**src/rtl/rgb_to_yuv_encoder.sv**
```systemverilog
`timescale 1ns/1ps
// RGB -> YUV 4:2:2 encoder: reads interleaved RGB from SRAM, writes planar Y/U/V back.
// Groups of 4 pixels (6 read words) become 4 write words.
module rgb_to_yuv_encoder #(
    parameter int RGB_BASE = 146944,
    parameter int Y_BASE   = 0,
    parameter int U_BASE   = 38400,
    parameter int V_BASE   = 57600,
    parameter int PIXELS   = 76800
) (
    input  logic        CLOCK_50_I,
    input  logic        resetn,
    input  logic        enc_start,
    output logic        enc_done,
    output logic [17:0] SRAM_address,
    output logic [15:0] SRAM_write_data,
    output logic        SRAM_we_n,
    input  logic [15:0] SRAM_read_data,
    output logic [4:0]  o_state
);
    typedef enum logic [4:0] {
        S_IDLE, S_RD0, S_RD1, S_RD2, S_RD3, S_RD4, S_RD5,
        S_WAIT0, S_WAIT1, S_WAIT2, S_CONV0, S_CONV1, S_CONV2, S_CONV3,
        S_WR_Y0, S_WR_Y1, S_WR_U, S_WR_V, S_DONE
    } state_t;

    localparam logic [17:0] RGB_A    = 18'(RGB_BASE);
    localparam logic [17:0] Y_A      = 18'(Y_BASE);
    localparam logic [17:0] U_A      = 18'(U_BASE);
    localparam logic [17:0] V_A      = 18'(V_BASE);
    localparam logic [31:0] GRP_LAST = 32'(PIXELS / 4 - 1);

    state_t             r_state, w_next;
    logic [17:0]        r_rgb_ptr, r_y_ptr, r_u_ptr, r_v_ptr, w_rgb_cur;
    logic [31:0]        r_grp;
    logic [15:0]        r_w [0:5];
    logic [7:0]         r_y [0:3];
    logic [7:0]         r_u [0:3];
    logic [7:0]         r_v [0:3];
    logic [7:0]         w_pr, w_pg, w_pb;
    logic signed [31:0] w_r, w_g, w_b, w_y_acc, w_u_acc, w_v_acc;
    logic [17:0]        w_addr_d;
    logic [15:0]        w_data_d;
    logic               w_we_n_d, w_done_d;

    function automatic logic [7:0] clip8(input logic signed [31:0] acc);
        logic signed [31:0] s;
        s = acc >>> 16;
        if (s < 0)
            return 8'd0;
        else if (s > 32'sd255)
            return 8'hFF;
        else
            return s[7:0];
    endfunction

    function automatic logic [7:0] avg8(input logic [7:0] a, input logic [7:0] b);
        logic [8:0] s;
        s = {1'b0, a} + {1'b0, b} + 9'd1;
        return s[8:1];
    endfunction

    assign o_state   = r_state;
    assign w_rgb_cur = (r_state == S_IDLE) ? RGB_A : r_rgb_ptr;

    always_ff @(posedge CLOCK_50_I or negedge resetn) begin
        if (!resetn)
            r_state <= S_IDLE;
        else
            r_state <= w_next;
    end

    always_comb begin
        w_next = r_state;
        case (r_state)
            S_IDLE:  if (enc_start) w_next = S_RD0;
            S_WR_V:  w_next = (r_grp == GRP_LAST) ? S_DONE : S_RD0;
            S_DONE:  w_next = S_IDLE;
            default: w_next = state_t'(r_state + 5'd1);
        endcase
    end

    // Outputs are computed for the state being entered, so they are registered and valid throughout it.
    always_comb begin
        w_addr_d = SRAM_address;
        w_data_d = SRAM_write_data;
        w_we_n_d = 1'b1;
        w_done_d = 1'b0;
        case (w_next)
            S_RD0, S_RD1, S_RD2, S_RD3, S_RD4, S_RD5: w_addr_d = w_rgb_cur;
            S_WR_Y0: begin
                w_addr_d = r_y_ptr;
                w_data_d = {r_y[0], r_y[1]};
                w_we_n_d = 1'b0;
            end
            S_WR_Y1: begin
                w_addr_d = r_y_ptr;
                w_data_d = {r_y[2], r_y[3]};
                w_we_n_d = 1'b0;
            end
            S_WR_U: begin
                w_addr_d = r_u_ptr;
                w_data_d = {avg8(r_u[0], r_u[1]), avg8(r_u[2], r_u[3])};
                w_we_n_d = 1'b0;
            end
            S_WR_V: begin
                w_addr_d = r_v_ptr;
                w_data_d = {avg8(r_v[0], r_v[1]), avg8(r_v[2], r_v[3])};
                w_we_n_d = 1'b0;
            end
            S_DONE:  w_done_d = 1'b1;
            default: ;
        endcase
    end

    always_ff @(posedge CLOCK_50_I or negedge resetn) begin
        if (!resetn) begin
            SRAM_address    <= RGB_A;
            SRAM_write_data <= 16'd0;
            SRAM_we_n       <= 1'b1;
            enc_done        <= 1'b0;
            r_rgb_ptr       <= RGB_A;
            r_y_ptr         <= Y_A;
            r_u_ptr         <= U_A;
            r_v_ptr         <= V_A;
            r_grp           <= 32'd0;
        end else begin
            SRAM_address    <= w_addr_d;
            SRAM_write_data <= w_data_d;
            SRAM_we_n       <= w_we_n_d;
            enc_done        <= w_done_d;
            if (r_state == S_IDLE && w_next == S_RD0) begin
                r_y_ptr <= Y_A;
                r_u_ptr <= U_A;
                r_v_ptr <= V_A;
                r_grp   <= 32'd0;
            end
            if (r_state == S_WR_V)
                r_grp <= r_grp + 32'd1;
            case (w_next)
                S_RD0, S_RD1, S_RD2, S_RD3, S_RD4, S_RD5: r_rgb_ptr <= w_rgb_cur + 18'd1;
                S_WR_Y0, S_WR_Y1: r_y_ptr <= r_y_ptr + 18'd1;
                S_WR_U:  r_u_ptr <= r_u_ptr + 18'd1;
                S_WR_V:  r_v_ptr <= r_v_ptr + 18'd1;
                default: ;
            endcase
        end
    end

    // Read data arrives three states after its address: RD3..WAIT2 capture words 0..5.
    always_ff @(posedge CLOCK_50_I) begin
        case (r_state)
            S_RD3:   r_w[0] <= SRAM_read_data;
            S_RD4:   r_w[1] <= SRAM_read_data;
            S_RD5:   r_w[2] <= SRAM_read_data;
            S_WAIT0: r_w[3] <= SRAM_read_data;
            S_WAIT1: r_w[4] <= SRAM_read_data;
            S_WAIT2: r_w[5] <= SRAM_read_data;
            default: ;
        endcase
    end

    always_comb begin
        w_pr = r_w[0][15:8];
        w_pg = r_w[0][7:0];
        w_pb = r_w[1][15:8];
        case (r_state)
            S_CONV1: begin w_pr = r_w[1][7:0];  w_pg = r_w[2][15:8]; w_pb = r_w[2][7:0];  end
            S_CONV2: begin w_pr = r_w[3][15:8]; w_pg = r_w[3][7:0];  w_pb = r_w[4][15:8]; end
            S_CONV3: begin w_pr = r_w[4][7:0];  w_pg = r_w[5][15:8]; w_pb = r_w[5][7:0];  end
            default: ;
        endcase
    end

    assign w_r = $signed({24'd0, w_pr});
    assign w_g = $signed({24'd0, w_pg});
    assign w_b = $signed({24'd0, w_pb});
    assign w_y_acc = 32'sd16843 * w_r + 32'sd33030 * w_g + 32'sd6423 * w_b + 32'sd1081344;
    assign w_u_acc = 32'sd28770 * w_b - 32'sd9699 * w_r - 32'sd19071 * w_g + 32'sd8421376;
    assign w_v_acc = 32'sd28770 * w_r - 32'sd24117 * w_g - 32'sd4653 * w_b + 32'sd8421376;

    always_ff @(posedge CLOCK_50_I) begin
        case (r_state)
            S_CONV0: begin r_y[0] <= clip8(w_y_acc); r_u[0] <= clip8(w_u_acc); r_v[0] <= clip8(w_v_acc); end
            S_CONV1: begin r_y[1] <= clip8(w_y_acc); r_u[1] <= clip8(w_u_acc); r_v[1] <= clip8(w_v_acc); end
            S_CONV2: begin r_y[2] <= clip8(w_y_acc); r_u[2] <= clip8(w_u_acc); r_v[2] <= clip8(w_v_acc); end
            S_CONV3: begin r_y[3] <= clip8(w_y_acc); r_u[3] <= clip8(w_u_acc); r_v[3] <= clip8(w_v_acc); end
            default: ;
        endcase
    end
endmodule

```
**config.mk**
```make
export PLATFORM = sky130hd
export DESIGN_NAME = rgb_to_yuv_encoder
export DESIGN_NICKNAME = d
export VERILOG_FILES = /design/src/rtl/rgb_to_yuv_encoder.sv
export SDC_FILE = /design/constraint.sdc
export NUM_CORES = 2
export LEC_CHECK = 0
export ABC_AREA = 0
export CAP_MARGIN = 15
export CORE_UTILIZATION = 40
export CTS_BUF_LIST = sky130_fd_sc_hd__clkbuf_8
export DETAILED_ROUTE_END_ITERATION = 12
export GPL_TIMING_DRIVEN = 0
export PLACE_DENSITY = 0.58
export SLEW_MARGIN = 20
export SYNTH_ARGS = -nofsm -noshare
export SYNTH_HDL_FRONTEND = slang
export SYNTH_SLANG_ARGS = --single-unit
```
**constraint.sdc**
```tcl
create_clock -name CLOCK_50_I -period 14.5 [get_ports CLOCK_50_I]
set_input_delay 2.9 -clock CLOCK_50_I [delete_from_list [all_inputs] [get_ports CLOCK_50_I]]
set_output_delay 2.9 -clock CLOCK_50_I [all_outputs]
set_load 0.01 [all_outputs]
```
==> out/metrics.cfg <==
[cells_and_area]
final_core_utilization_pct = 44.5
fill_cells = 8137
drive_gt1_share_pct = 5.43
design_area_um2 = 37300
area_growth_pct = 10.2
final_nets = 4422

[power_and_ir_drop]
powerDensity_nw_per_um2 = 51.3
p_leak_nw = 17.8
ir_worst_vdd_mv = 0.0503
p_sw_uw = 417
p_int_mw = 1.49
switching_share_pct = 21.8
power.share.sequential_pct = 52.9
comb_power_share_pct = 0.9
p_clk_share_pct = 46.2

[sta]
finalSetupTns_ns = 0
min_period_over_period_pct = 88.9
skew_ns = 0.0521
whs_ns = 0.470
finalSetupViolations = 0
clock.fmax_mhz = 77.6
finalMaxSlewViolations = 0
setup_ws_ns = 1.61
tightestPinTransition_ns = 1.04
slew_headroom_pct = 30.3
hold_violations = 0
rsz0062_at_grt = false
fin_crit_ns = 12.89

[logic_synthesis]
synthArstFlopShare_pct = 43.0
yosysWarnings = 0
synth_top_area_share_pct = 21.8
synth_largest_area_cell = ha_1
syn-num-nets = 4291
syn_inst = 3447
synth_common_cells = 590 x ha_1, 554 x inv_1, 267 x nand2_1, 235 x fa_1, 192 x edfxtp_1
synth-main-ff-cell = edfxtp_1
synth_edf_count = 192
syn_area_um2 = 33800
ys_types = 92
synth_seq_cells = 337
seq_area_frac_synth_pct = 27.9
synthTopCellsByArea = ha_1 22%, edfxtp_1 17%, fa_1 14%
synth.most_common_cell = ha_1
syn_area_per_cell_um2 = 9.81

[setup_path]
path_common_cell = ha_1
critPathCaptureType = flop
arrival_ns = 13.28
rr_worst_depth = 42
regToRegEndpoint = r_v[2][7]
crit_slowest_cell = a2111oi_0
rrSetupSlack_ns = 1.61
start_kind = flop
reg2reg_from = o_state[1]
crit_fanout = 10
path_class = reg2reg
critPathRequiredTime_ns = 14.88
cpPeakStageDelay_ns = 0.62

[drt]
drtIter0Drc = 1412
post-route-drc-count = 0
routedWlPerCell_um = 18.4
first_pass_iters = 6
viasPerCell = 5.20
wirelength_um = 87800
antenna_left = 0
vias = 24765

[global_routing]
grt-ovfl-total = 0
use_met3_pct = 2.47
grt_usage_pct = 20.9
grt_use_met1_pct = 29.7
antenna_found_initial = 2
grt_pass1_vias = 24850
grt_max_degree = 77
met2_usage_pct = 33.9
grt_pass1_wl_um = 140000
grt-busiest-layer = met2

[cts]
cts_htree_levels = 2
cts_tree = done
cts_resized = 0
clockBufferDepth = 3
cts_sinks = 337
cts_buffers = 55
clk_latency_ns = 0.67
path_clk_slew_ns = 0.06
hold_buffers = 0
cts_root_buf = clkbuf_8
cts_setup_buffers = 0

[job]
maxCapViolCount = 0

[floorplan]
start_util_pct = 40.4
die_h_um = 293
fp-row-count = 106
core_area_um2 = 83700
die_w_um = 293
dieArea_um2 = 85700
ios = 60

[place]
dp_hpwl_um = 71200
place_area_um2 = 36100
dpl_worst_slack_ns = 1.59
port_buffers = 59
gp_congestion = 0.872

[worst_hold_path]
hold_start = r_u_ptr[17]
min_path_type = reg2reg
worstHoldPathCells = 1
min_to = r_u_ptr[17]

[run_status]
outcome = complete, no violations

-- final cells by class --
cell class | count | area (µm²) | share of cell area (%)
well taps | 1134 | 1420 | 3.81
multi-input cells | 2488 | 22100 | 59.2
plain buffers | 65 | 277 | 0.742
flip-flops and latches | 337 | 9420 | 25.3
repair buffers | 74 | 796 | 2.13
clock buffers | 67 | 922 | 2.47
clock inverters | 37 | 270 | 0.725
inverters | 557 | 2090 | 5.61
diodes | 2 | 5.00 | 0.0134
-- power by group through the flow --
stage          clock network, mW  logic (mW)  registers (mW)
2_1_floorplan                  0   0.0000160            1.03
3_3_place_gp                   0      0.0169            1.03
3_5_place_dp                   0      0.0181            1.03
4_1_cts                    0.902      0.0181            1.01
5_1_grt                    0.947      0.0196            1.01
6_report                   0.883      0.0172            1.01
-- how the worst max path moves through the flow --
stage,startpoint,to,slack [ns]
after floorplan,o_state[1],r_v[0][5],3.43
final,o_state[1],r_v[2][7],1.61
after CTS,o_state[1],r_v[3][7],1.55
after detailed placement,o_state[1],r_v[1][7],1.59
after global routing,o_state[0],r_v[1][7],0.87
after global placement,o_state[1],r_v[0][7],0.11
-- sequential cells by signal (all words and copies together), names as in the netlist, 32 cells and up --
signal and cells:
r_u 32, r_grp 32, r_v 32, r_w 96, r_y 32
-- cell families (layout without fill, tap and decap cells) --
kind of cell	after synthesis	after routing	synth area share, %
XOR/XNOR	182	182	4.84
flip-flops	337	337	27.9
buffers and inverters	622	800	6.98
AND/OR/NAND/NOR	808	808	11.4
other	0	2	0
adder cells (fa/ha/maj)	825	825	35.7
multiplexers	25	25	0.777
AO/OA/AOI/OAI	648	648	12.5
-- critical path, delay by kind of cell (launching register included) --
family,cells,cell delay (ns)
adders and majority gates,13,4.75
AOI/OAI and AO/OA,14,3.78
and+or+nand+nor,8,2.14
buffers and inverters,6,1.37
DFF,1,0.46
xor gates and xnor gates,1,0.15
-- placed cells by master, fill, tap and decap left out, types with 82 or more instances in the layout --
cell type and count:
ha_1 590, inv_1 572, nand2_1 266, fa_1 235, edfxtp_1 192, o21ai_0 183
nor2_1 173, a21oi_1 139, dfrtp_1 124, xnor2_1 119, nand3_1 100, a21o_1 82
-- metal layers --
layer | wire length (µm) | share of wire, %
met1 | 42500 | 48
met2 | 39800 | 45
met3 | 3550 | 4.0
met4 | 2000 | 2.3
met5 | 0 | 0
-- stage by stage --
stage          cells  power (mW)
3_3_place_gp    4640        1.05
3_5_place_dp    4655        1.05
2_1_floorplan   3447        1.03
6_report        4761        1.91
5_1_grt         4760        1.98
4_1_cts         4759        1.93
Note: power is estimated with default switching activity, not from simulation.
